`src/rtl/neuron_pkg.sv`:
```
// rtl/neuron_pkg.sv - shared types and helpers for the LIF neuron
package neuron_pkg;

  typedef enum logic {
    INTEG  = 1'b0,
    REFRAC = 1'b1
  } state_t;

  localparam int ADAPT_STEP = 16;
  localparam int TH_OFF_MAX = 255;

  function automatic logic [6:0] popcount(input logic [63:0] v);
    logic [6:0] c;
    c = '0;
    for (int i = 0; i < 64; i++) c = c + {6'd0, v[i]};
    return c;
  endfunction

  // a + b clipped to [lo, hi]; callers keep operands far below 64-bit overflow
  function automatic longint sat_add(input longint a, input longint b,
                                     input longint lo, input longint hi);
    longint s;
    s = a + b;
    if (s < lo) s = lo;
    else if (s > hi) s = hi;
    return s;
  endfunction

endpackage

```
`src/rtl/neuron_tick_gen.sv`:
```
// rtl/neuron_tick_gen.sv - one-clk tick pulse every TICK_DIV clocks
module neuron_tick_gen #(
  parameter int TICK_DIV = 4
) (
  input  logic i_clk,
  input  logic i_rst_n,
  output logic o_tick
);

  localparam int CW = (TICK_DIV > 1) ? $clog2(TICK_DIV) : 1;
  localparam logic [CW-1:0] LAST = CW'(TICK_DIV - 1);

  logic [CW-1:0] r_cnt;

  // first tick lands on the TICK_DIV-th edge after reset release
  assign o_tick = (r_cnt == LAST);

  always_ff @(posedge i_clk or negedge i_rst_n) begin
    if (!i_rst_n) begin
      r_cnt <= '0;
    end else if (r_cnt == LAST) begin
      r_cnt <= '0;
    end else begin
      r_cnt <= r_cnt + 1'b1;
    end
  end

endmodule

```
`src/rtl/lif_neuron_n.sv`:
```
// rtl/lif_neuron_n.sv - parametrised leaky integrate-and-fire neuron
// NEURON_ADAPT_EN enables the decaying adaptive threshold offset.
module lif_neuron_n
  import neuron_pkg::*;
#(
  parameter int N_EX         = 4,
  parameter int N_IN         = 4,
  parameter int VW           = 12,
  parameter int W_EX         = 8,
  parameter int W_IN         = 8,
  parameter int THRESH       = 100,
  parameter int V_RESET      = 0,
  parameter int V_MIN        = -256,
  parameter int LEAK_SHIFT   = 4,
  parameter int TICK_DIV     = 4,
  parameter int REFRAC_TICKS = 5,
  parameter int LED_HOLD     = 8
) (
  input  logic            clk,
  input  logic            reset,
  input  logic [N_EX-1:0] ex,
  input  logic [N_IN-1:0] inh,
  output logic            spike,
  output logic            led,
  output logic [VW-1:0]   v_mem
);

  localparam int CW   = $clog2(N_EX + N_IN);
  localparam int WIDE = VW + CW + 8;
  localparam int VMAX = 2 ** (VW - 1) - 1;
  localparam int RW   = (REFRAC_TICKS > 1) ? $clog2(REFRAC_TICKS + 1) : 1;
  localparam int LW   = (LED_HOLD > 1) ? $clog2(LED_HOLD + 1) : 1;

  localparam logic signed [WIDE-1:0] W_EX_W    = WIDE'(W_EX);
  localparam logic signed [WIDE-1:0] W_IN_W    = WIDE'(W_IN);
  localparam logic signed [VW-1:0]   V_RESET_V = VW'(V_RESET);
  localparam logic [RW-1:0]          REFRAC_LD = RW'(REFRAC_TICKS);
  localparam logic [LW-1:0]          LED_LD    = LW'(LED_HOLD);
  localparam logic                   HAS_REFRAC = (REFRAC_TICKS > 0);
  localparam logic                   LED_ON     = (LED_HOLD > 0);

  logic                   w_tick;
  logic [6:0]             w_ex_cnt;
  logic [6:0]             w_in_cnt;
  logic signed [WIDE-1:0] w_v_ext;
  logic signed [WIDE-1:0] w_leak;
  logic signed [WIDE-1:0] w_ex_term;
  logic signed [WIDE-1:0] w_in_term;
  logic signed [WIDE-1:0] w_base;
  logic signed [WIDE-1:0] w_stim;
  logic signed [63:0]     w_sat;
  logic signed [63:0]     w_thr;
  logic signed [VW-1:0]   w_v_next;
  logic                   w_fire;

  state_t               r_state;
  logic signed [VW-1:0] r_v;
  logic                 r_spike;
  logic                 r_led;
  logic [RW-1:0]        r_refrac;
  logic [LW-1:0]        r_led_cnt;

  neuron_tick_gen #(
    .TICK_DIV (TICK_DIV)
  ) u_tick_gen (
    .i_clk   (clk),
    .i_rst_n (reset),
    .o_tick  (w_tick)
  );

  assign w_ex_cnt  = popcount(64'(ex));
  assign w_in_cnt  = popcount(64'(inh));
  assign w_v_ext   = {{(WIDE - VW){r_v[VW-1]}}, r_v};
  assign w_leak    = w_v_ext >>> LEAK_SHIFT;
  assign w_ex_term = W_EX_W * $signed({{(WIDE - 7){1'b0}}, w_ex_cnt});
  assign w_in_term = W_IN_W * $signed({{(WIDE - 7){1'b0}}, w_in_cnt});
  assign w_base    = w_v_ext - w_leak;
  assign w_stim    = w_ex_term - w_in_term;
  assign w_sat     = sat_add(longint'(w_base), longint'(w_stim),
                             longint'(V_MIN), longint'(VMAX));
  assign w_v_next  = w_sat[VW-1:0];
  assign w_fire    = (r_state == INTEG) && (w_sat >= w_thr);

`ifdef NEURON_ADAPT_EN
  logic [7:0]         r_th_off;
  logic [7:0]         w_th_dec;
  logic signed [63:0] w_th_add;

  assign w_thr    = longint'(THRESH) + longint'(r_th_off);
  assign w_th_dec = (r_th_off != 8'd0) ? r_th_off - 8'd1 : 8'd0;
  assign w_th_add = sat_add(longint'(w_th_dec), longint'(ADAPT_STEP),
                            64'sd0, longint'(TH_OFF_MAX));

  always_ff @(posedge clk or negedge reset) begin
    if (!reset) begin
      r_th_off <= 8'd0;
    end else if (w_tick) begin
      r_th_off <= w_fire ? w_th_add[7:0] : w_th_dec;
    end
  end
`else
  assign w_thr = longint'(THRESH);
`endif

  always_ff @(posedge clk or negedge reset) begin
    if (!reset) begin
      r_state   <= INTEG;
      r_v       <= '0;
      r_spike   <= 1'b0;
      r_led     <= 1'b0;
      r_refrac  <= '0;
      r_led_cnt <= '0;
    end else begin
      r_spike <= 1'b0;
      if (w_tick) begin
        case (r_state)
          INTEG: begin
            if (w_fire) begin
              r_v     <= V_RESET_V;
              r_spike <= 1'b1;
              if (HAS_REFRAC) begin
                r_state  <= REFRAC;
                r_refrac <= REFRAC_LD;
              end
            end else begin
              r_v <= w_v_next;
            end
          end
          REFRAC: begin
            r_v <= V_RESET_V;
            if (r_refrac <= RW'(1)) begin
              r_state  <= INTEG;
              r_refrac <= '0;
            end else begin
              r_refrac <= r_refrac - 1'b1;
            end
          end
          default: r_state <= INTEG;
        endcase

        // a spike reloads the hold counter even if the LED is already lit
        if (w_fire) begin
          r_led_cnt <= LED_LD;
          r_led     <= LED_ON;
        end else if (r_led_cnt != '0) begin
          r_led_cnt <= r_led_cnt - 1'b1;
          r_led     <= (r_led_cnt > LW'(1));
        end
      end
    end
  end

  assign v_mem = r_v;
  assign spike = r_spike;
  assign led   = r_led;

endmodule

```
`config.mk`:
```
export PLATFORM = sky130hd
export DESIGN_NAME = lif_neuron_n
export DESIGN_NICKNAME = d
export VERILOG_FILES = /design/src/rtl/neuron_pkg.sv /design/src/rtl/neuron_tick_gen.sv /design/src/rtl/lif_neuron_n.sv
export SDC_FILE = /design/constraint.sdc
export NUM_CORES = 1
export LEC_CHECK = 0
export CAP_MARGIN = 10
export CORE_MARGIN = 1.5
export CORE_UTILIZATION = 55
export CTS_BUF_LIST = sky130_fd_sc_hd__clkbuf_4 sky130_fd_sc_hd__clkbuf_8
export DETAILED_ROUTE_END_ITERATION = 10
export PLACE_DENSITY = 0.84
export SYNTH_ARGS = -nofsm -noshare
export SYNTH_HDL_FRONTEND = slang
export SYNTH_SLANG_ARGS = --single-unit
export TNS_END_PERCENT = 100
```
`constraint.sdc`:
```
create_clock -name clk -period 7.1 [get_ports clk]
set_clock_uncertainty 0.2 [all_clocks]
set_input_delay 1.065 -clock clk [delete_from_list [all_inputs] [get_ports clk]]
set_output_delay 1.065 -clock clk [all_outputs]
set_load 0.02 [all_outputs]
```
# ---- After elaboration in Yosys (flattened, before gate mapping)
# Cells that the tools add are included.
dict set report op_classes {
  n_addsub 12
  n_lt_le_gt_ge 5
  n_eq_ne 2
  mux 17
  bitwise_logic 1
  n_reduce_logical 5
}
# operator count
set ops {}
lappend ops {{$mux W64} 2}
lappend ops {{$ge A64 B8 Y1 const B} 1}
lappend ops {{$pmux W12 S2} 1}
lappend ops {{$add A13 B8 Y14} 1}
lappend ops {{$gt A14 B12 Y1 const B} 1}
lappend ops {{$lt A14 B9 Y1 const B} 1}
lappend ops {{$sub A12 B8 Y13} 1}
lappend ops {{$mux W12} 1}
lappend ops {{$add A3 B1 Y4} 2}
lappend ops {{$mux W4} 2}
lappend ops {{$sub A7 B7 Y8} 1}
lappend ops {{$add A2 B1 Y3} 2}
lappend ops {{$mux W1} 6}
lappend ops {{$mux W3} 2}
lappend ops {{$pmux W3 S2} 1}
lappend ops {{$add A1 B1 Y2} 2}
lappend ops {{$gt A4 B1 Y1 const B} 1}
lappend ops {{$reduce_and A2 Y1} 2}
lappend ops {{$reduce_bool A4 Y1} 1}
lappend ops {{$sub A4 B1 Y4 const B} 1}
lappend ops {{$le A3 B1 Y1 const B} 1}
lappend ops {{$sub A3 B1 Y3 const B} 1}
lappend ops {{$add A2 B1 Y2 const B} 1}
lappend ops {{$eq A2 B2 Y1 const B} 1}
lappend ops {{6 further kinds} 6}
dict set report word_totals {
  register_bits 24
  inputBits 10
  out_inout_bits 14
  word_cells 49
}

# ---- Depth between registers and ports, before layout
dict set report depth {
  depth_word 13
  mapped_depth 18
  ltp_nobuf 18
}

# ---- By module
# A second synthesis with hierarchy kept.
dict set report hier_totals {
  cells_unflattened 259
  hier_area_um2 2339.7
}
# module instances cells_each area_per_inst_um2 seq_area_each_um2
set by_module_without_submodules {}
lappend by_module_without_submodules {lif_neuron_n 1 255 2273.4 550.5}
lappend by_module_without_submodules {neuron_tick_gen 1 4 66.3 50.0}

# ---- Worst setup path before layout
# Ideal clock, no wire load.
dict set report synth_path {
  kind {input port to flip-flop}
  start {input ex[0]}
  end {register r_refrac[0]}
  setup_time_ps 124
  arrival_ps 5499
  t_required_ps 6776
  path_slack_ps 1277
  stages 15
  path_buffers 0
  cell_sequence {fa_1 > ha_1 > ha_1 > fa_1 > fa_1 > fa_1 > inv_1 > ha_1 > a21oi_1 > nor2_1 > nor2_1 > nand3_1 > a2111oi_4 > a2111oi_4 > a211o_1}
}
dict set report synth_between {
  elab_chain_cells 12
  word_cells_on_any_way 13
  classes_between {add/sub (5); order compare (3); eq/ne (1); mux (2); reduce/logical (2)}
}
# item line
set synth_lines {}
lappend synth_lines {{start, declared} lif_neuron_n.sv:21} ;# input logic [N_EX-1:0] ex,
lappend synth_lines {{$add A1 B1 Y2 (*)} neuron_pkg.sv:15} ;# for (int i = 0; i < 64; i++) c = c + {6'd0, v[i]};
lappend synth_lines {{$add A2 B1 Y3 (*)} neuron_pkg.sv:15}
lappend synth_lines {{$add A3 B1 Y4 (*)} neuron_pkg.sv:15}
lappend synth_lines {{$sub A7 B7 Y8 (*)} lif_neuron_n.sv:78} ;# assign w_stim = w_ex_term - w_in_term;
lappend synth_lines {{$add A13 B8 Y14 (*)} neuron_pkg.sv:23} ;# s = a + b;
lappend synth_lines {{$gt A14 B12 Y1} neuron_pkg.sv:25} ;# else if (s > hi) s = hi;
lappend synth_lines {{$mux W64} neuron_pkg.sv:25}
lappend synth_lines {{$mux W64 (*)} neuron_pkg.sv:24} ;# if (s < lo) s = lo;
lappend synth_lines {{$ge A64 B8 Y1 (*)} lif_neuron_n.sv:82} ;# assign w_fire = (r_state == INTEG) && (w_sat >= w_thr);
lappend synth_lines {{$logic_and A1 B1 Y1 (*)} lif_neuron_n.sv:82}
lappend synth_lines {{$ne A2 B2 Y1 (no line) (*)} --}
lappend synth_lines {{$reduce_and A2 Y1 (no line) (*)} --}
lappend synth_lines {{end signal, assigned} lif_neuron_n.sv:135} ;# r_refrac <= r_refrac - 1'b1;
lappend synth_lines {{end, declared} lif_neuron_n.sv:60} ;# logic [RW-1:0] r_refrac;
# Every way passes the cells marked *; elsewhere a longest branch is shown, timed or not.
# A chain may end at the register's enable or synchronous reset.

# ---- Worst setup path after layout
dict set report layout_path {
  start {input ex[0]}
  end {register r_v[1], in the netlist v_mem[1]}
}
dict set report layout_between {
  elab_chain_cells 12
  word_cells_on_any_way 13
  classes_between {add/sub (5); order compare (3); mux (4); reduce/logical (1)}
}
# item line
set layout_lines {}
lappend layout_lines {{$add A1 B1 Y2 (*)} neuron_pkg.sv:15}
lappend layout_lines {{$add A2 B1 Y3 (*)} neuron_pkg.sv:15}
lappend layout_lines {{$add A3 B1 Y4 (*)} neuron_pkg.sv:15}
lappend layout_lines {{$sub A7 B7 Y8 (*)} lif_neuron_n.sv:78}
lappend layout_lines {{$add A13 B8 Y14 (*)} neuron_pkg.sv:23}
lappend layout_lines {{$gt A14 B12 Y1} neuron_pkg.sv:25}
lappend layout_lines {{$mux W64} neuron_pkg.sv:25}
lappend layout_lines {{$mux W64 (*)} neuron_pkg.sv:24}
lappend layout_lines {{$ge A64 B8 Y1} lif_neuron_n.sv:82}
lappend layout_lines {{$logic_and A1 B1 Y1} lif_neuron_n.sv:82}
lappend layout_lines {{$mux W12 (*)} lif_neuron_n.sv:118} ;# if (w_fire) begin
lappend layout_lines {{$pmux W12 S2 (*)} lif_neuron_n.sv:116} ;# case (r_state)
lappend layout_lines {{end signal, assigned} lif_neuron_n.sv:126} ;# r_v <= w_v_next;
lappend layout_lines {{end, declared} lif_neuron_n.sv:57} ;# logic signed [VW-1:0] r_v;
# Marked as above.

==> out/qor.csv <==
metric;value;unit
status;finished clean;
dr.pass1.iters;5;
postRouteAntennaNets;0;
crit_path_end_kind;flip-flop;
timing.setup.tns;0;ns
fmax;154;MHz
fp.dieH;69.1;um
min-delay-path-class;reg2reg;
synth.distinct_cells;50;
period_minus_slack;6.50;ns
worst-setup-path-type;in2reg;
synthCells;264;
utilization;67.6;%
antenna_found_initial;0;
wl_per_cell;15.4;um
drive_gt1_share;5.56;%
cts_resized;0;
setup_violations;0;
cts.sinks;24;
core_area;4090;sq um
cp.required;7.09;ns
synth_nets;314;
ys_seq_area_share;25.0;%
netlist_area;2400;sq um
drcViolationCount;0;
critical_path_arrival;6.49;ns
grt.total_usage;22.6;%
async_flop_share;100;%
maxCapViolations;0;
fin_crit_sh;91.6;%
cts_max_path_buffers;2;
via_per_inst;6.07;
start_kind;input pin;
insertion_delay;0.27;ns
synth-main-ff-cell;dfrtp_1;
post_cts_buffers;0;
worst_slew_pin_slew;0.526;ns
n_antenna_cell;0;
synth_edf_count;0;
grt_pass1_wl;8.96;mm
io_pins;24;
area_growth;15.1;%
hold_viol;0;
yosys_warnings;0;
vias;2050;
reg2reg_from;v_mem[8];
grt_max_degree;25;
wirelength;5.19;mm
syn_avg_cell_area;9.10;sq um
fp-row-count;23;
drv_slew;0;
root_buffer;clkbuf_8;
die_x;69.1;um
start_util;58.8;%
grt_pass1_vias;2005;
nets;339;
hpwl;4.15;mm
rsz0062_at_grt;no;
crit_start;ex[0];
h-tree-depth;1;
grt_overflow_total;0;
slew_headroom;64.5;%
ys_ff_latch;24;
ctsHoldBuffers;0;
clkTransAtPathRegs;0.09;ns
die-area;4770;sq um
port_buffers;23;
place.gp.congestion;0.954;
worstHoldStart;u_tick_gen.r_cnt[0];
path_max_fanout;10;
cts_tree;done;
drtIter0Drc;89;
numCtsBuffers;3;
-- layout by cell type, fill, tap and decap left out, types with 2 or more instances in the layout --
cell type / Yosys / final
o22ai_1: 3 / 3
or2_2: 2 / 2
and3_1: 3 / 3
a2111oi_4: 3 / 3
nand2b_1: 3 / 3
nor3_1: 4 / 4
a211o_1: 8 / 8
nand4_1: 2 / 2
nand2_1: 19 / 19
xor2_1: 3 / 3
ha_1: 27 / 27
clkdlybuf4s50_1: 0 / 23
a32oi_1: 3 / 3
fa_1: 13 / 13
o21ai_1: 2 / 2
a21boi_0: 2 / 2
a31oi_1: 5 / 5
o211ai_1: 3 / 3
nor2_1: 23 / 23
o221ai_1: 2 / 2
dfrtp_1: 24 / 24
a21oi_1: 12 / 12
nand3_1: 4 / 4
and2_1: 2 / 2
clkbuf_8: 0 / 3
inv_1: 43 / 43
nor4_1: 2 / 2
a21o_1: 8 / 8
a211oi_1: 6 / 6
o21ai_0: 5 / 5
xnor2_1: 5 / 5
-- per-layer routing --
| layer | global-route usage, % | part of all wire [%] | vias to the layer above | wire (um) |
|---|---|---|---|---|
| li1 | - | - | 985 | - |
| met1 | 31.2 | 44 | 992 | 2310 |
| met2 | 38.0 | 50 | 64 | 2600 |
| met3 | 2.34 | 4.1 | 9 | 214 |
| met4 | 5.88 | 1.4 | 0 | 74 |
| met5 | 0 | 0 | - | 0 |
-- through the flow --
step                hold WS (ns)  std cells  instance area [sq um]  setup WS (ns)
finish                     0.234        338                   2760          0.599
global route               0.256        338                   2760          0.352
CTS                        0.240        337                   2750          0.655
detailed placement         0.231        333                   2680          0.405
global placement           0.215        333                   2680          0.482
floorplan                  0.203        264                   2400           1.28
-- sequential cells by signal (all words and copies together) (netlist names) --
| register | cells |
|---|---|
| v_mem | 12 |
| r_led_cnt | 4 |
| r_refrac | 3 |
| u_tick_gen.r_cnt | 2 |
| led | 1 |
| r_state | 1 |
| spike | 1 |
-- layout make-up --
type | count | area [sq um]
inverter | 43 | 161
sequential | 24 | 601
tap | 50 | 62.6
timing repair buffer | 24 | 245
multi-input combinational | 193 | 1620
fill | 347 | 1320
clock buffer | 3 | 41.3
clock inverter | 1 | 30.0
-- Yosys cell counts (4+ instances only) --
cell      instances  share of area [%]
fa_1             13                 11
nor2_1           23                3.6
o21ai_0           5                1.0
a211oi_1          6                1.9
nand3_1           4               0.83
inv_1            43                6.7
a31oi_1           5                1.3
nand2_1          19                3.0
a21o_1            8                2.5
a211o_1           8                2.9
nor3_1            4               0.83
a21oi_1          12                2.5
dfrtp_1          24                 25
ha_1             27                 14
xnor2_1           5                1.8
-- cells by family (layout without fill, tap and decap cells) --
group                    Yosys count  in the layout  share of synthesized area [%]
flip-flops                        24             24                           25.0
AO/OA/AOI/OAI                     75             75                           25.1
XOR/XNOR                           9              9                           3.59
buffers and inverters             47             71                           7.45
adder cells (fa/ha/maj)           40             40                           24.9
AND/OR/NAND/NOR                   69             69                           14.0
-- critical path, cell delays in order --
cell             delay, ns
clkdlybuf4s50_1       0.43
fa_1                  0.48
ha_1                  0.20
ha_1                  0.32
fa_1                  0.45
fa_1                  0.59
fa_1                  0.56
inv_1                 0.04
ha_1                  0.37
a21oi_1               0.41
nor2_1                0.11
nor2_1                0.22
nand3_1               0.17
a2111oi_4             0.54
nand3_2               0.26
a32oi_1               0.26
-- worst paths after layout --
check                                 endpoint  slack [ns]  cells after the start
max reg2reg                           v_mem[1]        3.36                     11
min reg2reg                u_tick_gen.r_cnt[0]        0.23                      1
max in group asynchronous         r_led_cnt[0]        5.33                      2
min in group asynchronous                  led        0.91                      1
max                                   v_mem[1]        0.60                     16
min                        u_tick_gen.r_cnt[0]        0.23                      1
Power is not shown: default switching activity piles up to over one toggle a cycle in this logic, so the estimate is an artifact.
